**src/rtl/axi_lite_master_cmd.sv**
```systemverilog
// AXI4-Lite initiator: executes one single-beat read or write command at a time and
// returns the captured data/response on a local response port, counting non-OKAY responses.
module axi_lite_master_cmd #(
   parameter int ADDRESS      = 32,
   parameter int DATA_WIDTH   = 32,
   parameter int ERRCNT_WIDTH = 8
) (
   input  logic                    ACLK,
   input  logic                    ARESET,
   // local command port
   input  logic                    cmd_valid,
   output logic                    cmd_ready,
   input  logic                    cmd_write,
   input  logic [ADDRESS-1:0]      cmd_addr,
   input  logic [DATA_WIDTH-1:0]   cmd_wdata,
   input  logic [3:0]              cmd_wstrb,
   // local response port
   output logic                    rsp_valid,
   input  logic                    rsp_ready,
   output logic                    rsp_write,
   output logic [DATA_WIDTH-1:0]   rsp_rdata,
   output logic [1:0]              rsp_resp,
   output logic [ERRCNT_WIDTH-1:0] err_count,
   // write address channel
   output logic [ADDRESS-1:0]      M_AWADDR,
   output logic [2:0]              M_AWPROT,
   output logic                    M_AWVALID,
   input  logic                    M_AWREADY,
   // write data channel
   output logic [DATA_WIDTH-1:0]   M_WDATA,
   output logic [3:0]              M_WSTRB,
   output logic                    M_WVALID,
   input  logic                    M_WREADY,
   // write response channel
   input  logic [1:0]              M_BRESP,
   input  logic                    M_BVALID,
   output logic                    M_BREADY,
   // read address channel
   output logic [ADDRESS-1:0]      M_ARADDR,
   output logic [2:0]              M_ARPROT,
   output logic                    M_ARVALID,
   input  logic                    M_ARREADY,
   // read data channel
   input  logic [DATA_WIDTH-1:0]   M_RDATA,
   input  logic [1:0]              M_RRESP,
   input  logic                    M_RVALID,
   output logic                    M_RREADY
);

   typedef enum logic [2:0] {
      ST_IDLE    = 3'd0,
      ST_WR_AW_W = 3'd1,
      ST_WR_B    = 3'd2,
      ST_RD_AR   = 3'd3,
      ST_RD_R    = 3'd4,
      ST_RSP     = 3'd5
   } state_t;

   state_t                  r_state;
   logic                    r_cmd_ready;
   logic [ADDRESS-1:0]      r_addr;
   logic [DATA_WIDTH-1:0]   r_wdata;
   logic [3:0]              r_wstrb;
   logic                    r_awvalid;
   logic                    r_wvalid;
   logic                    r_aw_done;
   logic                    r_w_done;
   logic                    r_bready;
   logic                    r_arvalid;
   logic                    r_rready;
   logic                    r_rsp_valid;
   logic                    r_rsp_write;
   logic [DATA_WIDTH-1:0]   r_rsp_rdata;
   logic [1:0]              r_rsp_resp;
   logic [ERRCNT_WIDTH-1:0] r_err_count;

   logic       w_aw_done;
   logic       w_w_done;
   logic       w_b_fire;
   logic       w_r_fire;
   logic [1:0] w_cap_resp;

   // A channel counts as done either from an earlier handshake or from one on this edge.
   assign w_aw_done  = r_aw_done | (r_awvalid & M_AWREADY);
   assign w_w_done   = r_w_done  | (r_wvalid  & M_WREADY);
   assign w_b_fire   = (r_state == ST_WR_B) & M_BVALID & r_bready;
   assign w_r_fire   = (r_state == ST_RD_R) & M_RVALID & r_rready;
   assign w_cap_resp = w_b_fire ? M_BRESP : M_RRESP;

   always_ff @(posedge ACLK) begin
      if (ARESET) begin
         r_state     <= ST_IDLE;
         r_cmd_ready <= 1'b1;
         r_addr      <= '0;
         r_wdata     <= '0;
         r_wstrb     <= '0;
         r_awvalid   <= 1'b0;
         r_wvalid    <= 1'b0;
         r_aw_done   <= 1'b0;
         r_w_done    <= 1'b0;
         r_bready    <= 1'b0;
         r_arvalid   <= 1'b0;
         r_rready    <= 1'b0;
         r_rsp_valid <= 1'b0;
         r_rsp_write <= 1'b0;
         r_rsp_rdata <= '0;
         r_rsp_resp  <= 2'b00;
         r_err_count <= '0;
      end else begin
         case (r_state)
            ST_IDLE: begin
               if (cmd_valid && r_cmd_ready) begin
                  r_cmd_ready <= 1'b0;
                  r_addr      <= cmd_addr;
                  r_wdata     <= cmd_wdata;
                  r_wstrb     <= cmd_wstrb;
                  r_rsp_write <= cmd_write;
                  if (cmd_write) begin
                     r_awvalid <= 1'b1;
                     r_wvalid  <= 1'b1;
                     r_aw_done <= 1'b0;
                     r_w_done  <= 1'b0;
                     r_state   <= ST_WR_AW_W;
                  end else begin
                     r_arvalid <= 1'b1;
                     r_state   <= ST_RD_AR;
                  end
               end
            end
            ST_WR_AW_W: begin
               if (r_awvalid && M_AWREADY) begin
                  r_awvalid <= 1'b0;
                  r_aw_done <= 1'b1;
               end
               if (r_wvalid && M_WREADY) begin
                  r_wvalid <= 1'b0;
                  r_w_done <= 1'b1;
               end
               if (w_aw_done && w_w_done) begin
                  r_aw_done <= 1'b0;
                  r_w_done  <= 1'b0;
                  r_bready  <= 1'b1;
                  r_state   <= ST_WR_B;
               end
            end
            ST_WR_B: begin
               if (w_b_fire) begin
                  r_bready    <= 1'b0;
                  r_rsp_resp  <= M_BRESP;
                  r_rsp_rdata <= '0;
                  r_rsp_valid <= 1'b1;
                  r_state     <= ST_RSP;
               end
            end
            ST_RD_AR: begin
               if (r_arvalid && M_ARREADY) begin
                  r_arvalid <= 1'b0;
                  r_rready  <= 1'b1;
                  r_state   <= ST_RD_R;
               end
            end
            ST_RD_R: begin
               if (w_r_fire) begin
                  r_rready    <= 1'b0;
                  r_rsp_resp  <= M_RRESP;
                  r_rsp_rdata <= M_RDATA;
                  r_rsp_valid <= 1'b1;
                  r_state     <= ST_RSP;
               end
            end
            ST_RSP: begin
               if (rsp_ready) begin
                  r_rsp_valid <= 1'b0;
                  r_cmd_ready <= 1'b1;
                  r_state     <= ST_IDLE;
               end
            end
            default: begin
               r_state     <= ST_IDLE;
               r_cmd_ready <= 1'b1;
            end
         endcase

         // Saturating count of non-OKAY responses, bumped on the capture edge.
         if ((w_b_fire || w_r_fire) && (w_cap_resp != 2'b00) && (r_err_count != '1)) begin
            r_err_count <= r_err_count + ERRCNT_WIDTH'(1);
         end
      end
   end

   assign cmd_ready = r_cmd_ready;
   assign rsp_valid = r_rsp_valid;
   assign rsp_write = r_rsp_write;
   assign rsp_rdata = r_rsp_rdata;
   assign rsp_resp  = r_rsp_resp;
   assign err_count = r_err_count;

   assign M_AWADDR  = r_addr;
   assign M_AWPROT  = 3'b000;
   assign M_AWVALID = r_awvalid;
   assign M_WDATA   = r_wdata;
   assign M_WSTRB   = r_wstrb;
   assign M_WVALID  = r_wvalid;
   assign M_BREADY  = r_bready;
   assign M_ARADDR  = r_addr;
   assign M_ARPROT  = 3'b000;
   assign M_ARVALID = r_arvalid;
   assign M_RREADY  = r_rready;

endmodule

```
**config.mk**
```make
export PLATFORM = sky130hd
export DESIGN_NAME = axi_lite_master_cmd
export DESIGN_NICKNAME = d
export VERILOG_FILES = /design/src/rtl/axi_lite_master_cmd.sv
export SDC_FILE = /design/constraint.sdc
export NUM_CORES = 1
export LEC_CHECK = 0
export BUFFER_PORTS_ARGS = -buffer_cell sky130_fd_sc_hd__buf_2
export CAP_MARGIN = 20
export CORE_AREA = 2 2 104 106
export CTS_BUF_LIST = sky130_fd_sc_hd__clkbuf_8
export DETAILED_ROUTE_END_ITERATION = 16
export DIE_AREA = 0 0 106 108
export HOLD_SLACK_MARGIN = 0.12
export MAX_ROUTING_LAYER = met4
export PLACE_DENSITY = 0.93
export SYNTH_ARGS = -nofsm -noshare
export SYNTH_HDL_FRONTEND = slang
export SYNTH_SLANG_ARGS = --single-unit
```
**constraint.sdc**
```tcl
create_clock -name ACLK -period 4 [get_ports ACLK]
set_clock_uncertainty 0.15 [all_clocks]
set_input_delay 0.6 -clock ACLK [delete_from_list [all_inputs] [get_ports ACLK]]
set_output_delay 0.6 -clock ACLK [all_outputs]
set_load 0.005 [all_outputs]
```
==> summary.md <==
| Metric | Value |
|---|---|
| Power share of the combinational group | 31.2% |
| Multi-input gate area | 2100 sq um |
| Final ANT Viol Nets | 0 |
| Unique cell type count in the Yosys netlist | 45 |
| Fmax | 410 MHz |
| CTS tree | done |
| Num rows | 37 |
| Ys async rst share | 0% |
| Drt pass-1 iters | 5 |
| Worst slew margin | 34.0% |
| Total Routed Length | 14700 microns |
| Worst EP required | 4.20 ns |
| Simple-Gate Fraction of Synth Area | 20.6% |
| Final setup vio count | 0 |
| Setup Fix Bufs, Post-CTS | 0 |
| DR DRC count | 0 |
| Register area share after synthesis | 48.9% |
| Status | completed |
| Setup WS pre-CTS | 1.30 ns |
| Peak VDD IR | 343 uV |
| Initial antenna violation count | 2 |
| Worst-Skew Late Latency | 0.42 ns |
| Cell Area, Synth | 5030 sq um |
| Die extent in x | 106 microns |
| Sequential share of power | 38.1% |
| CTS Buffer Depth | 2 |
| Total Routing Usage GR | 25.4% |
| Flops & latches, synth | 123 |
| Switching power total | 1.47 mW |
| Setup_tns | 0 ns |
| Worst Path Max Fanout | 16 |
| Setup WS post-layout | 1.56 ns |
| Tcrit/Tclk final | 60.9% |
| Dominant synthesized flop cell | dfxtp_1 |
| Die height | 108 microns |
| Cells along the critical path | or3b_1 > o32a_2 > or4_1 > a21oi_1 |
| Post-DP HPWL | 10200 microns |
| Cts hold-fix bufs | 0 |
| DR WL/cell | 14.9 microns |
| Clock Pin Slew Worst Setup and Hold Paths | 0.08 ns |
| GP Congestion | 0.854 |
| Net Sw Frac | 35.4% |
| Vias | 5226 |
| Syn Inst Count | 627 |
| Number of global-route vias before repair | 4665 |
| GRT Residual Overflow | 0 |
| LEAKAGE | 3.02 nW |
| Warnings, synthesis | 0 |
| # fillers | 921 |
| Minimum clock period | 2.44 ns |
| Port Buffers | 263 |
| Initial drt markers | 327 |
| Power Dens Cells | 628 nW/um^2 |
| Post-synthesis adder-cell area fraction | 0.249% |
| CP Launch Type | register |
| CP endpoint kind | register |
| IO Pins | 270 |
| Post-synthesis compound-gate area fraction | 19.4% |
| Worst-margin pin slew | 0.987 ns |
| RSZ-0062 raised after global routing | no |
| Number of synthesized flops with an enable pin | 0 |
| Initial core utilization | 49.2% |
| Largest stage delay, worst path | 0.61 ns |
| Slowest cell on crit path | dfxtp_1 |
| Mux cell area share after synthesis | 0.820% |
| DR vias/cell | 5.30 |
| CTS Buf Count | 17 |
| Nets | 950 |
| Final non-filler cell area | 6610 sq um |
| Pint | 2.68 mW |
| Share of cells above drive strength 1 | 36.8% |
| Pin count of the biggest net entering global routing | 82 |
| Main combinational cell family by area after synthesis | simple AND/OR/NAND/NOR gates |
| Clock share of power | 30.7% |
| Clk sink count | 123 |
| First-pass GRT wire length | 22400 microns |
| DIE AREA | 11400 sq um |
| Synthesis-to-layout area growth | 31.2% |
| Slew Limit Fails | 0 |
| CP Data Arrival Time | 2.64 ns |
| Register area | 2460 sq um |
| Htree depth | 4 |
| Core ar. | 10200 sq um |
| HP Class | in2reg |
| DP Area | 6120 sq um |
| Crit Path Category | reg2reg |
| Avg Cell Area, Syn | 8.03 sq um |
| Endpoints failing hold | 0 |
| Max cap viols | 0 |
| XOR/XNOR Fraction of Synth Area | 0% |
| Root buffer cell | clkbuf_8 |
| CTS resizes | 0 |
| Final Hold Slack | 0.261 ns |
stage by stage:
step	std cells	power [mW]	util [%]
after floorplan	632	2.45	-
after global placement	951	2.84	59.8
after detailed placement	951	2.87	59.8
after CTS	983	4.15	64.4
after global routing	986	4.39	64.6
final	986	4.15	64.6
final cells by class:
class                           count  area share [%]
Clock inverter                     14            3.29
Tap cell                          136            2.58
Antenna cell                        2          0.0757
Clock buffer                       18            3.75
Inverter                            4           0.227
Multi-Input combinational cell    418            31.8
Timing Repair Buffer              271            21.0
Sequential cell                   123            37.3
placed cells by master, fill, tap and decap left out, types with 8 or more instances in the layout:
cell type  instances
buf_4              8
o21ai_0           26
nand4_1           35
nor2_1             8
dfxtp_1          123
clkbuf_8          18
o21ai_1           14
a21oi_1          117
buf_2            262
nand2_1          151
synth_stat cells, types with 2 or more instances:
cell	count	area [sq um]
o21a_1	2	15.0
a31oi_1	2	12.5
buf_2	3	15.0
buf_6	2	22.5
dfxtp_1	123	2460
or4_1	5	37.5
inv_1	3	11.3
o21ai_1	15	75.1
nand4_1	35	219
o41ai_1	3	26.3
a22oi_1	3	22.5
o31ai_1	3	22.5
or3_1	3	18.8
buf_1	8	30.0
and3b_1	2	17.5
nand3b_1	2	15.0
nand3_1	5	25.0
o21ai_0	26	130
or3b_1	2	17.5
mux2i_1	3	30.0
clkbuf_1	36	135
nor2_1	8	30.0
nor3b_1	3	22.5
nand2_1	152	571
buf_4	38	285
a21oi_1	117	586
nor2b_1	5	31.3
power by group through the flow:
stage               Sequential (mW)  Combinational [mW]  Clock (mW)
floorplan                      1.59               0.863           0
global route                   1.60                1.44        1.35
detailed placement             1.60                1.27           0
global placement               1.59                1.25           0
CTS                            1.58                1.28        1.29
finish                         1.58                1.29        1.27
state kept, by name (all words and copies together), names as in the netlist, 2 cells and up:
signal and cells:
M_ARADDR 32, M_WDATA 32, rsp_rdata 32, err_count 8, M_WSTRB 4, r_state 3, rsp_resp 2
path summary, 6_finish.rpt:
| kind | startpoint | endpoint | slack (ns) | cells past startpoint |
|---|---|---|---|---|
| setup reg to reg | r_state[1] | err_count[7] | 1.56 | 4 |
| hold reg to reg | rsp_write | rsp_write | 0.30 | 2 |
| setup / recovery | r_state[1] | err_count[7] | 1.56 | 4 |
| hold / removal | cmd_wdata[18] | M_WDATA[18] | 0.26 | 3 |
cell families after synthesis:
| family | after synthesis |
|---|---|
| buffers and inverters | 91 |
| other | 1 |
| and+or+nand+nor | 226 |
| AOI/OAI and AO/OA | 181 |
| adders and majority gates | 1 |
| DFF | 123 |
| muxes | 4 |
layer usage:
metal,GRT usage (%),vias up,routed length [microns]
met3,5.42,24,1060
met1,29.1,2401,5740
met2,43.7,254,7560
li1,-,2547,-
met4,10.2,0,340
met5,-,-,0
worst max-delay path: cells and delay by family (launching register included):
kind / cells / cell delay, ns
flip-flops: 1 / 0.61
AO/OA/AOI/OAI: 2 / 0.65
AND/OR/NAND/NOR: 2 / 0.97
No activity file was read; power rests on OpenSTA's default activity.
